$ cat config.mk
export PLATFORM = sky130hd
export DESIGN_NAME = bp_axil_nbf_sink
export DESIGN_NICKNAME = d
export VERILOG_FILES = /design/src/rtl/bp_axil_nbf_pkg.sv /design/src/rtl/bsg_counter_clear_up.sv /design/src/rtl/bsg_fifo_1r1w_small.sv /design/src/rtl/bp_axil_nbf_sink.sv
export SDC_FILE = /design/constraint.sdc
export NUM_CORES = 1
export LEC_CHECK = 0
export ABC_AREA = 1
export CAP_MARGIN = 20
export CORE_MARGIN = 5
export CORE_UTILIZATION = 35
export DETAILED_ROUTE_END_ITERATION = 6
export SLEW_MARGIN = 10
export SYNTH_ARGS = -nofsm -noshare
export SYNTH_HDL_FRONTEND = slang
export SYNTH_SLANG_ARGS = --single-unit
$ cat constraint.sdc
create_clock -name s_axil_aclk -period 2.95 [get_ports s_axil_aclk]
set_clock_uncertainty 0.15 [all_clocks]
set_input_delay 0.295 -clock s_axil_aclk [delete_from_list [all_inputs] [get_ports s_axil_aclk]]
set_output_delay 0.295 -clock s_axil_aclk [all_outputs]
set_load 0.1 [all_outputs]
$ cat src/rtl/bp_axil_nbf_pkg.sv
// Shared types and constants for the AXI-Lite NBF sink: command layout, flit count, register map.
package bp_axil_nbf_pkg;

  localparam int unsigned nbf_flits_lp = 5;

  localparam logic [63:0] resp_cnt_addr_lp  = 64'h10;
  localparam logic [63:0] resp_data_addr_lp = 64'h14;
  localparam logic [63:0] stats_addr_lp     = 64'h18;

  localparam logic [1:0] axil_resp_okay_lp   = 2'b00;
  localparam logic [1:0] axil_resp_slverr_lp = 2'b10;

  typedef struct packed {
    logic [7:0]  opcode;
    logic [63:0] addr;
    logic [63:0] data;
  } bp_nbf_s;

endpackage

$ cat src/rtl/bsg_counter_clear_up.sv
// Up counter with synchronous clear; clear wins over up.
module bsg_counter_clear_up #(
  parameter int unsigned max_val_p = 4,
  parameter int unsigned width_p   = $clog2(max_val_p + 1)
) (
  input  logic               clk,
  input  logic               rst_n,
  input  logic               clear_i,
  input  logic               up_i,
  output logic [width_p-1:0] count_o
);

  always_ff @(posedge clk or negedge rst_n) begin
    if (!rst_n) begin
      count_o <= '0;
    end else if (clear_i) begin
      count_o <= '0;
    end else if (up_i) begin
      count_o <= count_o + width_p'(1);
    end
  end

endmodule

$ cat src/rtl/bsg_fifo_1r1w_small.sv
// Small circular FIFO with occupancy count; yumi_i pops only when v_o is high.
module bsg_fifo_1r1w_small #(
  parameter int unsigned width_p       = 32,
  parameter int unsigned els_p         = 16,
  parameter int unsigned count_width_p = $clog2(els_p + 1)
) (
  input  logic                     clk,
  input  logic                     rst_n,
  input  logic [width_p-1:0]       data_i,
  input  logic                     v_i,
  output logic                     ready_o,
  output logic [width_p-1:0]       data_o,
  output logic                     v_o,
  input  logic                     yumi_i,
  output logic [count_width_p-1:0] count_o
);

  localparam int unsigned ptr_w_lp = (els_p > 1) ? $clog2(els_p) : 1;

  logic [width_p-1:0]  mem_q [els_p];
  logic [ptr_w_lp-1:0] wr_ptr_q, rd_ptr_q;
  logic                push_c, pop_c;

  assign ready_o = (count_o != count_width_p'(els_p));
  assign v_o     = (count_o != '0);
  assign data_o  = mem_q[rd_ptr_q];
  assign push_c  = v_i & ready_o;
  assign pop_c   = yumi_i & v_o;

  always_ff @(posedge clk) begin
    if (push_c) mem_q[wr_ptr_q] <= data_i;
  end

  always_ff @(posedge clk or negedge rst_n) begin
    if (!rst_n) begin
      wr_ptr_q <= '0;
      rd_ptr_q <= '0;
      count_o  <= '0;
    end else begin
      if (push_c) wr_ptr_q <= (wr_ptr_q == ptr_w_lp'(els_p - 1)) ? '0 : wr_ptr_q + ptr_w_lp'(1);
      if (pop_c)  rd_ptr_q <= (rd_ptr_q == ptr_w_lp'(els_p - 1)) ? '0 : rd_ptr_q + ptr_w_lp'(1);
      case ({push_c, pop_c})
        2'b10:   count_o <= count_o + count_width_p'(1);
        2'b01:   count_o <= count_o - count_width_p'(1);
        default: count_o <= count_o;
      endcase
    end
  end

endmodule

$ cat src/rtl/bp_axil_nbf_sink.sv
// AXI-Lite sink reassembling 32b flits into NBF commands, plus a polled response FIFO.
// Optional BP_AXIL_NBF_SINK_STATS_EN maps a delivered-command counter at 0x18.
module bp_axil_nbf_sink
  import bp_axil_nbf_pkg::*;
#(
  parameter int unsigned S_AXIL_ADDR_WIDTH = 64,
  parameter int unsigned S_AXIL_DATA_WIDTH = 32,
  parameter logic [63:0] nbf_host_addr_p   = 64'h0,
  parameter int unsigned resp_fifo_els_p   = 16
) (
  input  logic                         s_axil_aclk,
  input  logic                         s_axil_aresetn,
  input  logic [S_AXIL_ADDR_WIDTH-1:0] s_axil_awaddr,
  input  logic                         s_axil_awvalid,
  output logic                         s_axil_awready,
  input  logic [2:0]                   s_axil_awprot,
  input  logic [S_AXIL_DATA_WIDTH-1:0] s_axil_wdata,
  input  logic                         s_axil_wvalid,
  output logic                         s_axil_wready,
  input  logic [3:0]                   s_axil_wstrb,
  output logic                         s_axil_bvalid,
  input  logic                         s_axil_bready,
  output logic [1:0]                   s_axil_bresp,
  input  logic [S_AXIL_ADDR_WIDTH-1:0] s_axil_araddr,
  input  logic                         s_axil_arvalid,
  output logic                         s_axil_arready,
  input  logic [2:0]                   s_axil_arprot,
  output logic [S_AXIL_DATA_WIDTH-1:0] s_axil_rdata,
  output logic                         s_axil_rvalid,
  input  logic                         s_axil_rready,
  output logic [1:0]                   s_axil_rresp,
  output logic [135:0]                 nbf_o,
  output logic                         nbf_v_o,
  input  logic                         nbf_ready_i,
  input  logic [31:0]                  resp_data_i,
  input  logic                         resp_v_i,
  output logic                         resp_ready_o
);

  localparam int unsigned cnt_w_lp      = $clog2(nbf_flits_lp);
  localparam int unsigned fifo_cnt_w_lp = $clog2(resp_fifo_els_p + 1);

  logic                         ready_en_q;
  logic                         aw_held_q, w_held_q, commit_q, commit_ok_q, last_q;
  logic [S_AXIL_ADDR_WIDTH-1:0] aw_addr_q;
  logic [31:0]                  w_data_q;
  logic [3:0]                   w_strb_q;
  logic [31:0]                  flit_q [4];
  logic [7:0]                   opcode_q;
  logic [cnt_w_lp-1:0]          flit_cnt;
  logic                         commit_c, ok_c, flit_up_c, flit_last_c, aw_fire_c, w_fire_c, ar_fire_c;
  logic [31:0]                  rd_data_c;
  logic [1:0]                   rd_resp_c;
  logic                         fifo_ready, fifo_v, fifo_yumi_c;
  logic [31:0]                  fifo_data;
  logic [fifo_cnt_w_lp-1:0]     fifo_count;
  bp_nbf_s                      nbf_s;
  logic                         unused_prot;

  assign unused_prot = ^{s_axil_awprot, s_axil_arprot};

  // Readies stay low through reset and the first cycle after it.
  assign s_axil_awready = ready_en_q & ~aw_held_q & ~commit_q & ~s_axil_bvalid & ~nbf_v_o;
  assign s_axil_wready  = ready_en_q & ~w_held_q  & ~commit_q & ~s_axil_bvalid & ~nbf_v_o;
  assign s_axil_arready = ready_en_q & ~s_axil_rvalid;
  assign resp_ready_o   = ready_en_q & fifo_ready;

  assign aw_fire_c   = s_axil_awvalid & s_axil_awready;
  assign w_fire_c    = s_axil_wvalid & s_axil_wready;
  assign ar_fire_c   = s_axil_arvalid & s_axil_arready;
  assign commit_c    = aw_held_q & w_held_q;
  assign ok_c        = (aw_addr_q == S_AXIL_ADDR_WIDTH'(nbf_host_addr_p)) & (w_strb_q == 4'hF);
  assign flit_up_c   = commit_c & ok_c;
  assign flit_last_c = (flit_cnt == cnt_w_lp'(nbf_flits_lp - 1));

  bsg_counter_clear_up #(.max_val_p(nbf_flits_lp - 1), .width_p(cnt_w_lp)) flit_counter (
    .clk     (s_axil_aclk),
    .rst_n   (s_axil_aresetn),
    .clear_i (flit_up_c & flit_last_c),
    .up_i    (flit_up_c),
    .count_o (flit_cnt)
  );

  bsg_fifo_1r1w_small #(.width_p(32), .els_p(resp_fifo_els_p), .count_width_p(fifo_cnt_w_lp)) resp_fifo (
    .clk     (s_axil_aclk),
    .rst_n   (s_axil_aresetn),
    .data_i  (resp_data_i),
    .v_i     (resp_v_i & ready_en_q),
    .ready_o (fifo_ready),
    .data_o  (fifo_data),
    .v_o     (fifo_v),
    .yumi_i  (fifo_yumi_c),
    .count_o (fifo_count)
  );

  always_comb begin
    nbf_s.opcode = opcode_q;
    nbf_s.addr   = {flit_q[3], flit_q[2]};
    nbf_s.data   = {flit_q[1], flit_q[0]};
  end
  assign nbf_o = nbf_s;

`ifdef BP_AXIL_NBF_SINK_STATS_EN
  logic [31:0] stats_q;

  always_ff @(posedge s_axil_aclk or negedge s_axil_aresetn) begin
    if (!s_axil_aresetn) begin
      stats_q <= '0;
    end else if (nbf_v_o & nbf_ready_i & (stats_q != '1)) begin
      stats_q <= stats_q + 32'd1;
    end
  end
`endif

  // Read decode; an empty data read returns zero without popping.
  always_comb begin
    rd_data_c   = '0;
    rd_resp_c   = axil_resp_slverr_lp;
    fifo_yumi_c = 1'b0;
    if (s_axil_araddr == S_AXIL_ADDR_WIDTH'(resp_cnt_addr_lp)) begin
      rd_data_c = 32'(fifo_count);
      rd_resp_c = axil_resp_okay_lp;
    end else if (s_axil_araddr == S_AXIL_ADDR_WIDTH'(resp_data_addr_lp)) begin
      rd_resp_c = axil_resp_okay_lp;
      if (fifo_v) begin
        rd_data_c   = fifo_data;
        fifo_yumi_c = ar_fire_c;
      end
    end
`ifdef BP_AXIL_NBF_SINK_STATS_EN
    else if (s_axil_araddr == S_AXIL_ADDR_WIDTH'(stats_addr_lp)) begin
      rd_data_c = stats_q;
      rd_resp_c = axil_resp_okay_lp;
    end
`endif
  end

  always_ff @(posedge s_axil_aclk or negedge s_axil_aresetn) begin
    if (!s_axil_aresetn) begin
      ready_en_q    <= 1'b0;
      aw_held_q     <= 1'b0;
      w_held_q      <= 1'b0;
      commit_q      <= 1'b0;
      commit_ok_q   <= 1'b0;
      last_q        <= 1'b0;
      aw_addr_q     <= '0;
      w_data_q      <= '0;
      w_strb_q      <= '0;
      flit_q        <= '{default: '0};
      opcode_q      <= '0;
      s_axil_bvalid <= 1'b0;
      s_axil_bresp  <= '0;
      nbf_v_o       <= 1'b0;
      s_axil_rvalid <= 1'b0;
      s_axil_rdata  <= '0;
      s_axil_rresp  <= '0;
    end else begin
      ready_en_q <= 1'b1;
      commit_q   <= commit_c;
      if (aw_fire_c) begin
        aw_held_q <= 1'b1;
        aw_addr_q <= s_axil_awaddr;
      end
      if (w_fire_c) begin
        w_held_q <= 1'b1;
        w_data_q <= s_axil_wdata;
        w_strb_q <= s_axil_wstrb;
      end
      if (commit_c) begin
        aw_held_q   <= 1'b0;
        w_held_q    <= 1'b0;
        commit_ok_q <= ok_c;
        last_q      <= ok_c & flit_last_c;
      end
      // Flit slot follows the running count; the fifth flit carries the opcode byte.
      if (flit_up_c) begin
        if (flit_last_c) opcode_q <= w_data_q[7:0];
        else             flit_q[flit_cnt[1:0]] <= w_data_q;
      end
      if (nbf_v_o & nbf_ready_i) nbf_v_o <= 1'b0;
      if (commit_q) begin
        s_axil_bvalid <= 1'b1;
        s_axil_bresp  <= commit_ok_q ? axil_resp_okay_lp : axil_resp_slverr_lp;
        if (last_q) nbf_v_o <= 1'b1;
      end else if (s_axil_bvalid & s_axil_bready) begin
        s_axil_bvalid <= 1'b0;
      end
      if (ar_fire_c) begin
        s_axil_rvalid <= 1'b1;
        s_axil_rdata  <= rd_data_c;
        s_axil_rresp  <= rd_resp_c;
      end else if (s_axil_rvalid & s_axil_rready) begin
        s_axil_rvalid <= 1'b0;
      end
    end
  end

endmodule

==> results.sh <==
export IMPL_run_status="finished with violations"
export IMPL_failed_checks="design-rule violations"
export IMPL_powerDensity_nw_per_um2=676.2
export IMPL_postCtsSetupBuffers=0
export IMPL_p_sw_w=0.007432
export IMPL_rr_endpoint="resp_fifo.count_o[4]$_DFFE_PN0P_"
export IMPL_postLayoutCoreUtil_pct=43.60
export IMPL_grt_overflow=0
export IMPL_synth_compound_area_share_pct=6.022
export IMPL_pwr_share_seq_pct=50.0
export IMPL_worst_setup_path_end_kind="output pin"
export IMPL_fill_cells=8898
export IMPL_critPathSlowestCell="dfrtp_1"
export IMPL_io_pins=390
export IMPL_num_vias=23840
export IMPL_drc=3
export IMPL_cp_max_fo=37
export IMPL_min_period_ns=2.740
export IMPL_ys_seq_area_share_pct=68.58
export IMPL_synthMuxAreaShare_pct=0
export IMPL_multi_input_area_um2=9250
export IMPL_core_um2=94590
export IMPL_seq_area_um2=22770
export IMPL_first_pass_iters=7
export IMPL_period_share_pct=92.87
export IMPL_maxCapViolCount=0
export IMPL_critical_path_cell_count=6
export IMPL_fmax_ghz=0.3650
export IMPL_syn_area_um2=33180
export IMPL_yosys_area_share_simple_pct=20.73
export IMPL_cts_repair_resized=0
export IMPL_endpoint="s_axil_wready"
export IMPL_rows=113
export IMPL_clkLatencyLatePin_ns=0.65
export IMPL_clockBufferDepth=3
export IMPL_setup_viol=0
export IMPL_r2r_start="resp_fifo.count_o[0]$_DFFE_PN0P_"
export IMPL_power_frac_comb_pct=11.2
export IMPL_path_cells="inv_1 -> nor4_1 -> inv_1 -> nor2_4 -> buf_12 -> buf_12"
export IMPL_drive_gt1_share_pct=12.54
export IMPL_crit_family="buffers and inverters"
export IMPL_startpoint="ready_en_q$_DFF_PN0_"
export IMPL_ctsHtreeMaxLevel=3
export IMPL_synth_top_family_by_area="simple AND/OR/NAND/NOR gates"
export IMPL_path_buf_inv=4
export IMPL_p_int_w=0.02045
export IMPL_vdd_drop_max_mv=0.4466
export IMPL_syn_instance_count=3113
export IMPL_ys_warn_count=0
export IMPL_routabilityCongestion=0.8154
export IMPL_cts_tree="built"
export IMPL_synth_top_flop_cell="edfxtp_1"
export IMPL_yosys_area_share_adder_pct=0.5505
export IMPL_dpl_cell_count=4648
export IMPL_wl_mm=94.66
export IMPL_tightest_slew_ns=0.8565
export IMPL_clockPowerShare_pct=38.8
export IMPL_synthTopCellsByArea="edfxtp_1 46%, dfrtp_1 22%, nand2_1 9.3%"
export IMPL_synth_edf_count=512
export IMPL_worst_setup_path_type="flip-flop to output pin"
export IMPL_required_ns=2.51
export IMPL_die_area_um2=101100
export IMPL_r2r_setup_slack_ns=0.23
export IMPL_numPortBuffers=381
export IMPL_totalPowerFinal_w=0.02789
export IMPL_grt_pass1_wl_mm=145.6
export IMPL_synthTopCellsByCount="826 x nand2_1, 512 x edfxtp_1, 446 x nor2_1"
export IMPL_yosysMostFrequentCell="nand2_1"
export IMPL_ant_nets=0
export IMPL_switching_share_pct=26.65
export IMPL_initial_core_util_pct=35.08
export IMPL_clk_pin_slew_ns=0.06
export IMPL_netlist_cell_type_count=37
export IMPL_fin_nets=3700
export IMPL_final_setup_worst_slack_ns=0.2103
export IMPL_dpl_worst_slack_ns=-0.2258
export IMPL_hold_buffers=1
export IMPL_arrival_ns=2.29
export IMPL_grt_start_max_net_pins=154
export IMPL_fin_cells=4816
export IMPL_die_h_um=317.9
export IMPL_drv_slew=0
export IMPL_cts_sinks=807
export IMPL_slowest_delay_ns=0.44
export IMPL_synth_area_per_cell_um2=10.66
export IMPL_numCtsBuffers=89
export IMPL_finalHoldViolations=0
export IMPL_yosys_area_top_type="edfxtp_1"
export IMPL_drt_iter0_drc=2181
export IMPL_synth_xor_area_share_pct=0.07918
export IMPL_startpoint_type="flip-flop"
export IMPL_grt_pass1_vias=23380
export IMPL_clock_tree_root_cell="clkbuf_16"
export IMPL_hp_class="primary input to asynchronous set/reset pin"
export IMPL_yosysTopAreaCellShare_pct=46.33
export IMPL_ys_ff_latch=807
export IMPL_hpwlAfterDp_mm=56.81
export IMPL_vias_per_cell=4.950
export IMPL_die_w_um=317.9
export IMPL_antenna_found_initial=7
export IMPL_leakage_nw=17.05
export IMPL_grt_usage_pct=18.27
export IMPL_wire_per_inst_um=19.66
export IMPL_slew_limit_headroom_pct=42.90
export IMPL_areaGrowthSynthToFinish_pct=24.28
export IMPL_postSynth_asyncResetShare_pct=36.56
export IMPL_r2r_cells=14
export IMPL_rsz0062_at_grt="false"
## worst min-delay path by stage
stage | endpoint | slack (ns) | start | depth (start not counted)
floorplan | aw_addr_q[0]$_DFFE_PN0P_ | -0.15 | s_axil_aresetn | 0
global placement | nbf_o[42]$_DFFE_PN0P_ | 0.14 | s_axil_aresetn | 1
detailed placement | nbf_o[106]$_DFFE_PN0P_ | 0.14 | s_axil_aresetn | 1
CTS | aw_addr_q[20]$_DFFE_PN0P_ | 0.002 | s_axil_awvalid | 4
global route | aw_addr_q[38]$_DFFE_PN0P_ | 0.04 | s_axil_awaddr[38] | 3
finish | nbf_o[106]$_DFFE_PN0P_ | 0.04 | s_axil_aresetn | 2
## power by group through the flow
| stage | sequential (W) | combinational, W | clock (W) |
|---|---|---|---|
| 2_1_floorplan | 0.0141 | 0.00164 | 0 |
| 3_3_place_gp | 0.0141 | 0.00309 | 0 |
| 3_5_place_dp | 0.0142 | 0.00316 | 0 |
| 4_1_cts | 0.0139 | 0.00317 | 0.0111 |
| 5_1_grt | 0.0141 | 0.00349 | 0.0116 |
| 6_report | 0.0139 | 0.00311 | 0.0108 |
## logic make-up after synthesis
logic type,after synthesis
xor gates and xnor gates,3
DFF,807
AOI/OAI and AO/OA,347
other,2
buffers and inverters,283
adders and majority gates,14
and+or+nand+nor,1657
## cell type report
cell class / count / share of cell area [%]
clock inverter: 35 / 0.9496
inverter: 94 / 0.8738
timing repair buffer: 459 / 10.69
multi-input combinational: 2024 / 22.43
clock buffer: 130 / 5.995
antenna: 2 / 0.01214
sequential: 807 / 55.21
tap: 1265 / 3.838
## stage by stage
step	hold WS (ns)	area (um2)	setup TNS [ns]
after floorplan	-0.1506	33260	-125.49
after global placement	0.1400	38360	-0.1513
after detailed placement	0.1355	38360	-0.2430
after CTS	0.002447	41230	0
after global routing	0.03939	41230	0
final	0.04218	41240	0
## state kept, by name (all words and copies together), names as in the netlist
signal	cells
resp_fifo.mem_q	512
nbf_o	128
aw_addr_q	64
s_axil_rdata	32
w_data_q	32
opcode_q	8
resp_fifo.count_o	5
resp_fifo.rd_ptr_q	4
resp_fifo.wr_ptr_q	4
w_strb_q	4
flit_counter.count_o	3
aw_held_q	1
commit_ok_q	1
commit_q	1
last_q	1
nbf_v_o	1
ready_en_q	1
s_axil_bresp	1
s_axil_bvalid	1
s_axil_rresp	1
s_axil_rvalid	1
w_held_q	1
## placed cells by master, fill, tap and decap left out, types with 2 or more instances in the layout
master and instances:
nand2_2 4, dfrtp_2 3, o21ai_0 204, xor2_1 2, nand3_1 346, nor3_1 2
diode_2 2, conb_1 3, nand3_4 5, clkbuf_1 33, ha_1 13, or2_2 9
bufinv_16 5, inv_1 89, o211ai_1 94, nor2_4 22, clkinv_2 12, nor2_2 3
edfxtp_1 512, clkdlybuf4s50_1 202, a21oi_1 2, buf_12 36, nand4_1 2, nor2_1 427
inv_6 5, nor2_8 2, clkbuf_8 7, dfrtp_4 2, clkinv_16 2, o22ai_1 14
clkinv_1 8, buf_4 218, inv_2 3, nand3_2 10, clkinv_8 3, clkbuf_16 90
nand2_1 824, o21ai_1 29, dfrtp_1 290
## worst register-to-register path: cells and delay by family (launching register included)
family | cells | cell delay [ns]
simple gates | 9 | 0.92
xor+xnor | 1 | 0.13
flops | 1 | 0.42
buf+inv | 1 | 0.13
compound gates | 1 | 0.27
fa+ha+maj | 2 | 0.58
## metal layers
metal / part of all wire (%) / track usage [%] / vias to the layer above
met5: 0.058 / 0 / -
met4: 2.3 / 4.605 / 8
met3: 5.6 / 3.135 / 150
met2: 48 / 30.84 / 674
met1: 44 / 24.70 / 11720
li1: - / - / 11290
Note: power is estimated with default switching activity, not from simulation.
